### src/rtl/vga_pkg.sv
// Shared display-pipeline types: timing defaults, pattern mode encodings,
// colour-bar table and the mode-handshake state encoding.
package vga_pkg;

    localparam int H_DISPLAY_DEF = 800;
    localparam int V_DISPLAY_DEF = 480;
    localparam int BOX_SIZE_DEF  = 32;

    typedef enum logic [1:0] {
        BARS     = 2'd0,
        CHECKER  = 2'd1,
        GRADIENT = 2'd2,
        BOX      = 2'd3
    } mode_e;

    typedef enum logic {
        HS_IDLE = 1'b0,
        HS_PEND = 1'b1
    } hs_state_e;

    typedef struct packed {
        logic [7:0] r;
        logic [7:0] g;
        logic [7:0] b;
    } rgb_t;

    // Entry 0 is the leftmost bar: white, yellow, cyan, green, magenta, red, blue, black.
    localparam logic [7:0][23:0] BAR_TABLE = {
        24'h000000, 24'h0000FF, 24'hFF0000, 24'hFF00FF,
        24'h00FF00, 24'h00FFFF, 24'hFFFF00, 24'hFFFFFF
    };

    function automatic rgb_t bar_rgb(input logic [2:0] idx);
        return rgb_t'(BAR_TABLE[idx]);
    endfunction

endpackage

### src/rtl/pixel_gen_if.sv
// Pattern-mode request channel: valid/ready handshake carrying a 2-bit mode.
interface pixel_gen_if;

    logic [1:0] mode_req;
    logic       mode_valid;
    logic       mode_ready;

    modport master (output mode_req, output mode_valid, input mode_ready);
    modport slave  (input mode_req, input mode_valid, output mode_ready);

endinterface

### src/rtl/box_mover.sv
// Bouncing-box position: one step per frame strobe on each axis, reflecting
// off the screen edges within the same frame.
module box_mover
    import vga_pkg::*;
#(
    parameter int HDISPLAY = H_DISPLAY_DEF,
    parameter int VDISPLAY = V_DISPLAY_DEF,
    parameter int BOX_SIZE = BOX_SIZE_DEF
) (
    input  logic        clk,
    input  logic        reset,
    input  logic        frame_strobe,
    output logic [11:0] bx,
    output logic [11:0] by
);

    localparam logic [11:0] X_MAX = 12'(HDISPLAY - BOX_SIZE);
    localparam logic [11:0] Y_MAX = 12'(VDISPLAY - BOX_SIZE);

    logic dx_pos, dy_pos;

    always_ff @(posedge clk or negedge reset) begin
        if (!reset) begin
            bx     <= '0;
            by     <= '0;
            dx_pos <= 1'b1;
            dy_pos <= 1'b1;
        end else if (frame_strobe) begin
            // At a wall the direction flips and the step is taken the other way now.
            if (dx_pos) begin
                if (bx >= X_MAX) begin
                    dx_pos <= 1'b0;
                    bx     <= bx - 12'd1;
                end else begin
                    bx <= bx + 12'd1;
                end
            end else begin
                if (bx == '0) begin
                    dx_pos <= 1'b1;
                    bx     <= bx + 12'd1;
                end else begin
                    bx <= bx - 12'd1;
                end
            end
            if (dy_pos) begin
                if (by >= Y_MAX) begin
                    dy_pos <= 1'b0;
                    by     <= by - 12'd1;
                end else begin
                    by <= by + 12'd1;
                end
            end else begin
                if (by == '0) begin
                    dy_pos <= 1'b1;
                    by     <= by + 12'd1;
                end else begin
                    by <= by - 12'd1;
                end
            end
        end
    end

endmodule

### src/rtl/pixel_gen.sv
// Test-pattern generator: two-stage pipeline from timing-generator inputs to
// RGB, with frame-synchronous pattern mode changes and a bouncing box.
module pixel_gen
    import vga_pkg::*;
#(
    parameter int HDISPLAY = H_DISPLAY_DEF,
    parameter int VDISPLAY = V_DISPLAY_DEF,
    parameter int BOX_SIZE = BOX_SIZE_DEF
) (
    input  logic        clk,
    input  logic        reset,
    input  logic        de_in,
    input  logic        hsync_in,
    input  logic        vsync_in,
    input  logic [11:0] hpos,
    input  logic [11:0] vpos,
    pixel_gen_if.slave  mode_bus,
    output logic        de_out,
    output logic        hsync_out,
    output logic        vsync_out,
    output logic [7:0]  red,
    output logic [7:0]  green,
    output logic [7:0]  blue,
    output logic [15:0] frame_cnt
);

    localparam int BAR_W = HDISPLAY / 8;

    logic        strobe_cond, strobe_cond_q, frame_strobe;
    hs_state_e   hs_state, hs_next;
    logic        accept, apply;
    mode_e       mode, pend_mode;
    logic [11:0] bx, by;
    logic [1:0]  vld_pipe;
    logic        hs1, vs1;
    logic [11:0] h1, v1;
    logic [2:0]  bar_idx;
    logic        in_box;
    rgb_t        colour, rgb_q;

    // Edge-qualified so a stalled timing generator still yields a single strobe.
    assign strobe_cond  = (hpos == '0) && (vpos == 12'(VDISPLAY));
    assign frame_strobe = strobe_cond && !strobe_cond_q;

    always_ff @(posedge clk or negedge reset) begin
        if (!reset) hs_state <= HS_IDLE;
        else        hs_state <= hs_next;
    end

    always_comb begin
        hs_next = hs_state;
        case (hs_state)
            HS_IDLE: if (mode_bus.mode_valid) hs_next = HS_PEND;
            HS_PEND: if (frame_strobe)        hs_next = HS_IDLE;
            default:                          hs_next = HS_IDLE;
        endcase
    end

    always_comb begin
        mode_bus.mode_ready = (hs_state == HS_IDLE);
        accept              = (hs_state == HS_IDLE) && mode_bus.mode_valid;
        apply               = (hs_state == HS_PEND) && frame_strobe;
    end

    always_ff @(posedge clk or negedge reset) begin
        if (!reset) begin
            strobe_cond_q <= 1'b0;
            pend_mode     <= BARS;
            mode          <= BARS;
            frame_cnt     <= '0;
        end else begin
            strobe_cond_q <= strobe_cond;
            if (accept)       pend_mode <= mode_e'(mode_bus.mode_req);
            if (apply)        mode      <= pend_mode;
            if (frame_strobe) frame_cnt <= frame_cnt + 16'd1;
        end
    end

    box_mover #(
        .HDISPLAY (HDISPLAY),
        .VDISPLAY (VDISPLAY),
        .BOX_SIZE (BOX_SIZE)
    ) u_box (
        .clk          (clk),
        .reset        (reset),
        .frame_strobe (frame_strobe),
        .bx           (bx),
        .by           (by)
    );

    // Bar index as a count of crossed thresholds, so no divider is built.
    always_comb begin
        bar_idx = '0;
        for (int k = 1; k < 8; k++)
            if (h1 >= 12'(k * BAR_W)) bar_idx = 3'(k);
    end

    assign in_box = ({1'b0, h1} >= {1'b0, bx}) && ({1'b0, h1} < ({1'b0, bx} + 13'(BOX_SIZE))) &&
                    ({1'b0, v1} >= {1'b0, by}) && ({1'b0, v1} < ({1'b0, by} + 13'(BOX_SIZE)));

    always_comb begin
        colour = '0;
        case (mode)
            BARS:     colour = bar_rgb(bar_idx);
            CHECKER:  colour = (h1[5] ^ v1[5]) ? 24'hFFFFFF : 24'h000000;
            GRADIENT: colour = {h1[9:2], v1[8:1], 8'h80};
            BOX:      colour = in_box ? 24'hFFFFFF : 24'h000000;
            default:  colour = '0;
        endcase
    end

    always_ff @(posedge clk or negedge reset) begin
        if (!reset) begin
            vld_pipe  <= '0;
            hs1       <= 1'b1;
            vs1       <= 1'b1;
            h1        <= '0;
            v1        <= '0;
            hsync_out <= 1'b1;
            vsync_out <= 1'b1;
            rgb_q     <= '0;
        end else begin
            vld_pipe  <= {vld_pipe[0], de_in};
            hs1       <= hsync_in;
            vs1       <= vsync_in;
            h1        <= hpos;
            v1        <= vpos;
            hsync_out <= hs1;
            vsync_out <= vs1;
            rgb_q     <= vld_pipe[0] ? colour : '0;
        end
    end

    assign de_out = vld_pipe[1];
    assign red    = rgb_q.r;
    assign green  = rgb_q.g;
    assign blue   = rgb_q.b;

endmodule

### src/flat_wrapper.sv
// flat-port wrapper written by rule: the top's interface ports become plain ports
module pixel_gen_flat import vga_pkg::*;
#(
    parameter int HDISPLAY = H_DISPLAY_DEF,
    parameter int VDISPLAY = V_DISPLAY_DEF,
    parameter int BOX_SIZE = BOX_SIZE_DEF
)
  (clk, reset, de_in, hsync_in, vsync_in, hpos, vpos, de_out, hsync_out, vsync_out, red, green, blue, frame_cnt, mode_bus_mode_req, mode_bus_mode_valid, mode_bus_mode_ready);
  pixel_gen_if mode_bus_i ();
  input  logic clk;
  input  logic reset;
  input  logic de_in;
  input  logic hsync_in;
  input  logic vsync_in;
  input  logic [11:0] hpos;
  input  logic [11:0] vpos;
  output logic de_out;
  output logic hsync_out;
  output logic vsync_out;
  output logic [7:0] red;
  output logic [7:0] green;
  output logic [7:0] blue;
  output logic [15:0] frame_cnt;
  input wire logic [$bits(mode_bus_i.mode_req)-1:0] mode_bus_mode_req;
  input wire logic [$bits(mode_bus_i.mode_valid)-1:0] mode_bus_mode_valid;
  output wire logic [$bits(mode_bus_i.mode_ready)-1:0] mode_bus_mode_ready;
  assign mode_bus_i.mode_req = mode_bus_mode_req;
  assign mode_bus_i.mode_valid = mode_bus_mode_valid;
  assign mode_bus_mode_ready = mode_bus_i.mode_ready;
  pixel_gen #(.HDISPLAY(HDISPLAY), .VDISPLAY(VDISPLAY), .BOX_SIZE(BOX_SIZE)) u_core (.clk(clk), .reset(reset), .de_in(de_in), .hsync_in(hsync_in), .vsync_in(vsync_in), .hpos(hpos), .vpos(vpos), .mode_bus(mode_bus_i), .de_out(de_out), .hsync_out(hsync_out), .vsync_out(vsync_out), .red(red), .green(green), .blue(blue), .frame_cnt(frame_cnt));
endmodule
### config.mk
export PLATFORM = sky130hd
export DESIGN_NAME = pixel_gen_flat
export DESIGN_NICKNAME = d
export VERILOG_FILES = /design/src/rtl/vga_pkg.sv /design/src/rtl/pixel_gen_if.sv /design/src/rtl/box_mover.sv /design/src/rtl/pixel_gen.sv /design/src/flat_wrapper.sv
export SDC_FILE = /design/constraint.sdc
export NUM_CORES = 1
export LEC_CHECK = 0
export CAP_MARGIN = 20
export CORE_ASPECT_RATIO = 1.4
export CORE_MARGIN = 3
export CORE_UTILIZATION = 35
export CTS_CLUSTER_DIAMETER = 150
export DETAILED_ROUTE_END_ITERATION = 8
export HOLD_SLACK_MARGIN = 0.1
export PLACE_DENSITY = 0.65
export SLEW_MARGIN = 20
export SYNTH_ARGS = -nofsm -noshare
export SYNTH_HDL_FRONTEND = slang
export SYNTH_SLANG_ARGS = --single-unit
### constraint.sdc
create_clock -name clk -period 4.3 [get_ports clk]
set_clock_uncertainty 0.05 [all_clocks]
set_input_delay 1.29 -clock clk [delete_from_list [all_inputs] [get_ports clk]]
set_output_delay 1.29 -clock clk [all_outputs]
set_load 0.03 [all_outputs]
==> results.toml <==
[status]
outcome = "complete, no violations"

[clock_network]
cts_resized = 0
cts_tree = "yes"
cts_buffers = 9
root_buffer = "clkbuf_16"
clock_latency_ps = 340
post-cts-setup-buffers = 0
clk_pin_slew_ps = 70
cts_hold_buf = 0
cts_buffer_depth = 2
cts_htree_levels = 3
clock_sinks = 96

[routing]
dr.pass1.iters = 4
drc = 0
drt_wl_total_um = 12700
ant_nets = 0
route.vias.total = 4173
wl_per_cell_um = 16.2
drt_iter0_drc = 182
viasPerCell = 5.32

[die]
floorplan.initialDensity_pct = 36.4
die_h_um = 152
die_width_um = 111
core.rowCount = 52
io-pin-count = 76
core_area_um2 = 14700
die_area_um2 = 16900

[setup_path]
crit_path_end_kind = "flip-flop"
worstPathMaxFanout = 15
worstPathRequired_ps = 4460
path_class = "input port to flip-flop"
startpoint_type = "input port"
arrival_ps = 3700

[global_routing]
grt_pass1_vias = 4370
grt_max_degree = 63
track_usage_pct = 15.4
grt_pass1_wl_um = 21400
grt.overflow.total = 0
antenna_found_initial = 0

[synthesis]
synth_flop_cell = "dfrtp_1"
async_flop_share_pct = 100
syn-instance-count = 525
synthDistinctLibCells = 62
syn-num-nets = 606
synth_edf_count = 0
yosys_warnings = 0
ys_seq_elements = 96
synth.cell_area_um2 = 5360
synth_seq_area_share_pct = 45.0
avgSynthCellArea_um2 = 10.2

[finish]
final_cell_mix = "90 x dfrtp_1, 74 x clkdlybuf4s50_1, 50 x nand2_1"
layout_commonest_cell = "dfrtp_1"
n_fill_cell = 1422
fin_area_um2 = 6510
diodes = 0
area_growth_pct = 21.4
final_core_util_pct = 44.3
final_net_count = 672
stdcell_count = 784
drive_above_1_share_pct = 7.56

[sta]
fin_setup_tns_ps = 0
rsz0062_at_grt = "no"
hold_viol_final = 0
maxSlewHeadroom_pct = 42.5
setup_slack_ps = 764
drv_slew = 0
setup_violations = 0
holdWs_ps = 309
fmax_mhz = 283
finalCritPeriodShare_pct = 82.2
tightest_slew_ps = 856
finalCriticalPeriod_ps = 3540

[pwr]
peakVddDrop_mv = 0.149
total_power_mw = 1.83
p_per_area_nw_per_um2 = 282
leakagePower_nw = 2.74

[place]
place.gp.congestion = 0.845
place_inst = 769
portBuffers = 75
dpl.hpwl_um = 9690
placed_cell_area_um2 = 6240
pre_cts_ws_ps = 327

[job]
cap_violations = 0

[worst_hold_path]
hp-class = "flip-flop to flip-flop"
where the power goes:
group          total (mW)  switching, mW  internal (mW)  leakage (nW)
clock               0.743          0.348          0.395         0.133
combinational       0.141         0.0713         0.0694          1.43
sequential          0.951         0.0252          0.925          1.18
final timing paths:
path                                    start                  end  depth (start not counted)  slack, ps
setup / recovery                      vpos[0]  u_core.u_box.by[10]                          7        760
hold / removal                     u_core.vs1     u_core.vsync_out                          0        310
setup reg to reg           u_core.u_box.by[6]       u_core.blue[7]                         11       1090
hold reg to reg                    u_core.vs1     u_core.vsync_out                          0        310
max in group asynchronous               reset     u_core.vsync_out                          2       2400
min in group asynchronous               reset       u_core.blue[6]                          1        980
flip-flops by register name, indices dropped and copies added (netlist names), 8 cells and up:
register,cells
u_core.frame_cnt,16
u_core.red,8
u_core.green,8
u_core.v1,12
u_core.u_box.by,12
u_core.u_box.bx,12
u_core.h1,12
worst max-delay path: stages:
cell and delay, ps:
clkdlybuf4s50_1 420, nor4_1 340, nand4_1 250, or3_1 690, buf_4 300, nor4_1 290
o21ai_0 120
cell families after synthesis:
| kind of cell | count (synthesis) | synth area share, % |
|---|---|---|
| AOI/OAI and AO/OA | 107 | 13.0 |
| xor gates and xnor gates | 45 | 7.35 |
| adders and majority gates | 49 | 11.4 |
| buffers and inverters | 55 | 4.74 |
| DFF | 96 | 45.0 |
| muxes | 8 | 1.59 |
| and+or+nand+nor | 165 | 17.0 |
area by class of cell:
class / count / area [um^2] / area share (%)
tap: 189 / 236 / 3.63
timing repair buffer: 79 / 778 / 12.0
clock buffer: 10 / 229 / 3.52
inverter: 31 / 116 / 1.79
multi-input combinational: 374 / 2700 / 41.5
sequential: 96 / 2410 / 37.0
clock inverter: 5 / 40.0 / 0.615
layer usage:
layer	GRT usage, %	vias to the layer above	share of wire, %
met5	0	-	0
met4	7.45	0	2.6
met2	27.7	105	53
met3	2.78	24	3.6
li1	-	2007	-
met1	17.6	2037	41
cell usage after synthesis (4+ instances only):
| cell type | count | area share [%] |
|---|---|---|
| o21ai_0 | 19 | 1.8 |
| ha_1 | 49 | 11 |
| a31oi_1 | 5 | 0.58 |
| clkbuf_1 | 8 | 0.56 |
| o21a_1 | 4 | 0.56 |
| dfrtp_1 | 90 | 42 |
| nand2_1 | 50 | 3.5 |
| nand4_1 | 18 | 2.1 |
| nor2_1 | 14 | 0.98 |
| mux2i_1 | 4 | 0.75 |
| inv_1 | 31 | 2.2 |
| nor3_1 | 7 | 0.65 |
| a211oi_1 | 5 | 0.70 |
| and3_1 | 6 | 0.70 |
| xnor2_1 | 41 | 6.7 |
| xor2_1 | 4 | 0.65 |
| nor2b_1 | 6 | 0.70 |
| dfstp_2 | 6 | 2.9 |
| mux2_2 | 4 | 0.84 |
| a21oi_1 | 39 | 3.6 |
| buf_2 | 8 | 0.75 |
| a21o_1 | 12 | 1.7 |
| nor4_1 | 13 | 1.5 |
| nand3_1 | 24 | 2.2 |
| buf_4 | 6 | 0.84 |
(Power assumes the default switching activity.)
